**src/rtl/ac_e_register.sv**
```systemverilog
// ac_e_register: accumulator/extension register with micro-ops and sequenced multi-step rotates
module ac_e_register #(
  parameter int WIDTH = 16
) (
  input  logic             clk,
  input  logic             reset,
  input  logic [WIDTH-1:0] alu_result,
  input  logic             alu_e,
  input  logic             load_alu,
  input  logic             ld_data,
  input  logic [WIDTH-1:0] data_in,
  input  logic             op_valid,
  input  logic [2:0]       op,
  input  logic [3:0]       shamt,
  output logic             busy,
  output logic             done,
  output logic [WIDTH-1:0] ac,
  output logic             e,
  output logic             ac_zero,
  output logic             ac_neg,
  output logic             e_zero
);
  typedef enum logic {IDLE, SHIFT} state_t;
  state_t     state;
  logic [3:0] cnt;
  logic       dir_left;
  assign busy    = state == SHIFT;
  assign ac_zero = ac == '0;
  assign ac_neg  = ac[WIDTH-1];
  assign e_zero  = !e;
  always_ff @(posedge clk)
    if (reset) begin
      state    <= IDLE;
      cnt      <= '0;
      dir_left <= 1'b0;
      ac       <= '0;
      e        <= 1'b0;
      done     <= 1'b0;
    end else if (state == SHIFT) begin
      {e, ac} <= dir_left ? {ac, e} : {ac[0], e, ac[WIDTH-1:1]};
      done    <= cnt == '0;
      if (cnt == '0) state <= IDLE;
      else cnt <= cnt - 1'b1;
    end else begin
      done <= 1'b1;
      if (load_alu) begin
        ac <= alu_result;
        e  <= alu_e;
      end else if (ld_data) ac <= data_in;
      else if (op_valid)
        case (op)
          3'd0: ac <= '0;
          3'd1: e <= 1'b0;
          3'd2: ac <= ~ac;
          3'd3: e <= ~e;
          3'd4, 3'd5: begin
            state    <= SHIFT;
            cnt      <= shamt;
            dir_left <= op[0];
            done     <= 1'b0;
          end
          3'd6: ac <= ac + 1'b1;
          default: ;
        endcase
      else done <= 1'b0;
    end
endmodule
```
**config.mk**
```make
export PLATFORM = sky130hd
export DESIGN_NAME = ac_e_register
export DESIGN_NICKNAME = d
export VERILOG_FILES = /design/src/rtl/ac_e_register.sv
export SDC_FILE = /design/constraint.sdc
export NUM_CORES = 1
export LEC_CHECK = 0
export BUFFER_PORTS_ARGS = -buffer_cell sky130_fd_sc_hd__buf_4
export CAP_MARGIN = 20
export CORE_ASPECT_RATIO = 0.7
export CORE_MARGIN = 2
export CORE_UTILIZATION = 52
export DETAILED_ROUTE_END_ITERATION = 6
export MAX_ROUTING_LAYER = met4
export PLACE_DENSITY = 0.81
export SYNTH_ARGS = -nofsm -noshare
export SYNTH_HDL_FRONTEND = slang
export SYNTH_SLANG_ARGS = --single-unit
```
**constraint.sdc**
```tcl
create_clock -name clk -period 2.2 [get_ports clk]
set_input_delay 0 -clock clk [delete_from_list [all_inputs] [get_ports clk]]
set_output_delay 0 -clock clk [all_outputs]
set_load 0.05 [all_outputs]
```
==> flow_summary.toml <==
[outcome]
run_status = "completed"

[power]
power.total_mw = 1.28
leakagePower_nw = 1.04
peakVddDrop_mv = 0.278
powerDensity_mw_per_mm2 = 476

[timing]
timing.final.ws_setup_ns = 0.308
tightest_slew_ns = 0.606
fin_skew_ns = 0.00685
rsz0062_at_grt = "false"
slew_violations = 0
min_period_ns = 1.89
finalSetupTns_ns = 0
hold_viol = 0
relSlewSlack = 0.593
setup_violations = 0
min_period_over_period = 0.860
max_freq_mhz = 528

[synthesis]
synth_top_area_share = 0.228
synth_cell_types = 55
synth_top_cell_by_area = "dfxtp_1"
yosysSeqAreaShare = 0.228
synth_nets = 338
ys.flop_type = "dfxtp_1"
ys_seq_elements = 24
synthTopCellsByArea = "dfxtp_1, a21oi_1, mux2i_1, o21ai_0, a221oi_1"
ys_warn_count = 0
yosysMostFrequentCell = "a21oi_1"
synth-async-reset-ratio = 0
avgSynthCellArea_um2 = 7.27
synthTopCellsByCount = "a21oi_1, o21ai_0, dfxtp_1"
syn_area_mm2 = 0.00211
syn_inst = 290
synth_edf_count = 0

[floorplan]
dieArea_mm2 = 0.00459
die_w_um = 80.1
ioPinCount = 67
initial_core_util = 0.541
row_count = 19
die_h_um = 57.3
core_mm2 = 0.00390

[route]
wl_met2_um = 2750
wl_met1_um = 2870
wl_per_cell_um = 15.8
num_vias = 2426
finalWirelength_um = 6230
wl_met3_um = 582
ant_nets = 0
viasPerCell = 6.16
route.detailed.drc = 0
routed.top_layer = "met4"
first_pass_iters = 5
dr.first_iter.drc_count = 238

[grt]
track_usage = 0.284
grt_pass1_wl_um = 10000
grt_pass1_vias = 2026
grt_max_degree = 48
gr-total-overflow = 0
antenna_found_initial = 0

[cells_and_area]
drive_gt1_frac = 0.249
syn_to_final_growth_pct = 27.4
nets = 391
stdcell_area_mm2 = 0.00269
antenna_cells = 0

[critical_path]
worst_r2r_path_depth = 5
arrival_ns = 2.07
r2r-start = "ac[2]$_SDFFE_PP0P_"
cp_max_fo = 9
cp_cell_sequence = "nand3_1, or3_1, o21ai_0, a21oi_1, o22a_1"
max_stage_delay_ns = 0.51
path_buf_inv = 0
cp_slowest_cell = "dfxtp_1"
cp.required_ns = 2.38
critPathKind = "reg -> reg"
endpoint_kind = "register"
r2r_setup_slack_ns = 0.31
rr_endpoint = "ac[11]$_SDFFE_PP0P_"
start_kind = "register"
crit_family = "simple AND/OR/NAND/NOR gates"

[clocking]
clk_pin_slew_worst_paths_ns = 0.09
cts_buffer_depth = 2
htreeDepth = 1
cts_sinks = 24
cts_tree = "yes"
cts_resized = 0
post-cts-setup-buffers = 0
worstSkewPairLatency_ns = 0.28
cts_made_buffers = 3
cts_root_buf = "clkbuf_8"

[place]
place_ws_ns = 0.357
dp_hpwl_um = 4460
portBuffers = 66
place_area_mm2 = 0.00262
gp_congestion = 0.906

[hold_path]
hold_path_class = "in -> reg"
hp-start = "alu_result[5]"
holdPathEnd = "ac[5]$_SDFFE_PP0P_"
hold_depth = 3

[flow_run]
cap_violations = 0
per-stage QoR:
stage	instances	utilization	hold slack [ns]
after floorplan	290	-	0.144
after global placement	389	0.672	0.283
after detailed placement	389	0.672	0.286
after CTS	394	0.689	0.00616
after global routing	394	0.689	0.0282
final	394	0.689	0.00506
sequential cells by signal (all words and copies together) (netlist names):
name and count:
done 1, busy 1, cnt 4, ac 16
e 1, dir_left 1
metal layers:
layer,vias to the layer above,global-route usage
li1,1189,-
met1,1113,0.430
met5,-,-
met4,0,0.0533
met3,4,0.0443
met2,120,0.401
power by group:
part           internal [mW]  leakage [nW]  switching (mW)
sequential             0.463         0.198          0.0595
combinational          0.186         0.816           0.254
clock                  0.160        0.0288           0.156
worst min-delay path, delay by kind of cell:
family,cells,cell delay [ns]
AOI/OAI and AO/OA,2,0.17
buffers and inverters,1,0.08
final cells by class:
class                      instances  area, um^2
timing repair buffer              75         578
tap                               52        65.1
sequential                        24         480
fill                             329        1210
multi-input combinational        230        1470
clock buffer                       4        55.1
inverter                           9        33.8
worst max-delay path by stage:
stage / from / to / cells after the start
3_3_place_gp: ac[2]$_SDFFE_PP0P_ / ac[11]$_SDFFE_PP0P_ / 5
2_1_floorplan: ac[2]$_SDFFE_PP0P_ / ac[11]$_SDFFE_PP0P_ / 6
4_1_cts: ac[2]$_SDFFE_PP0P_ / ac[11]$_SDFFE_PP0P_ / 5
6_report: ac[2]$_SDFFE_PP0P_ / ac[11]$_SDFFE_PP0P_ / 5
3_5_place_dp: ac[2]$_SDFFE_PP0P_ / ac[11]$_SDFFE_PP0P_ / 5
5_1_grt: ac[2]$_SDFFE_PP0P_ / ac[11]$_SDFFE_PP0P_ / 5
cell usage in the layout (no fill, tap or decap), types with 3 or more instances in the layout:
master / n
buf_4: 73
a21oi_1: 40
o21ai_0: 26
dfxtp_1: 24
nand2_1: 21
mux2i_1: 19
nor2b_1: 12
nand3_1: 10
a221oi_1: 9
nor2_1: 9
inv_1: 8
nor3_1: 8
nor4_1: 6
nand2b_1: 6
and3_1: 6
a31oi_1: 6
a211oi_1: 5
clkbuf_8: 4
and4_1: 3
o21a_1: 3
or3_1: 3
a22oi_1: 3
or3b_2: 3
ha_1: 3
kinds of logic after synthesis:
group / after synthesis / share of synthesized area
xor+xnor: 3 / 0.0125
buf+inv: 36 / 0.0736
simple gates: 98 / 0.265
mux: 20 / 0.0955
fa+ha+maj: 3 / 0.0178
compound gates: 106 / 0.308
flops: 24 / 0.228
timing repair:
| action | CTS | global route |
|---|---|---|
| hold endpoints to repair | 1 | 0 |
| endpoints found under the setup margin | 0 | 0 |
| hold buffers | 1 | 0 |
Power figures use the tool's default switching activity.
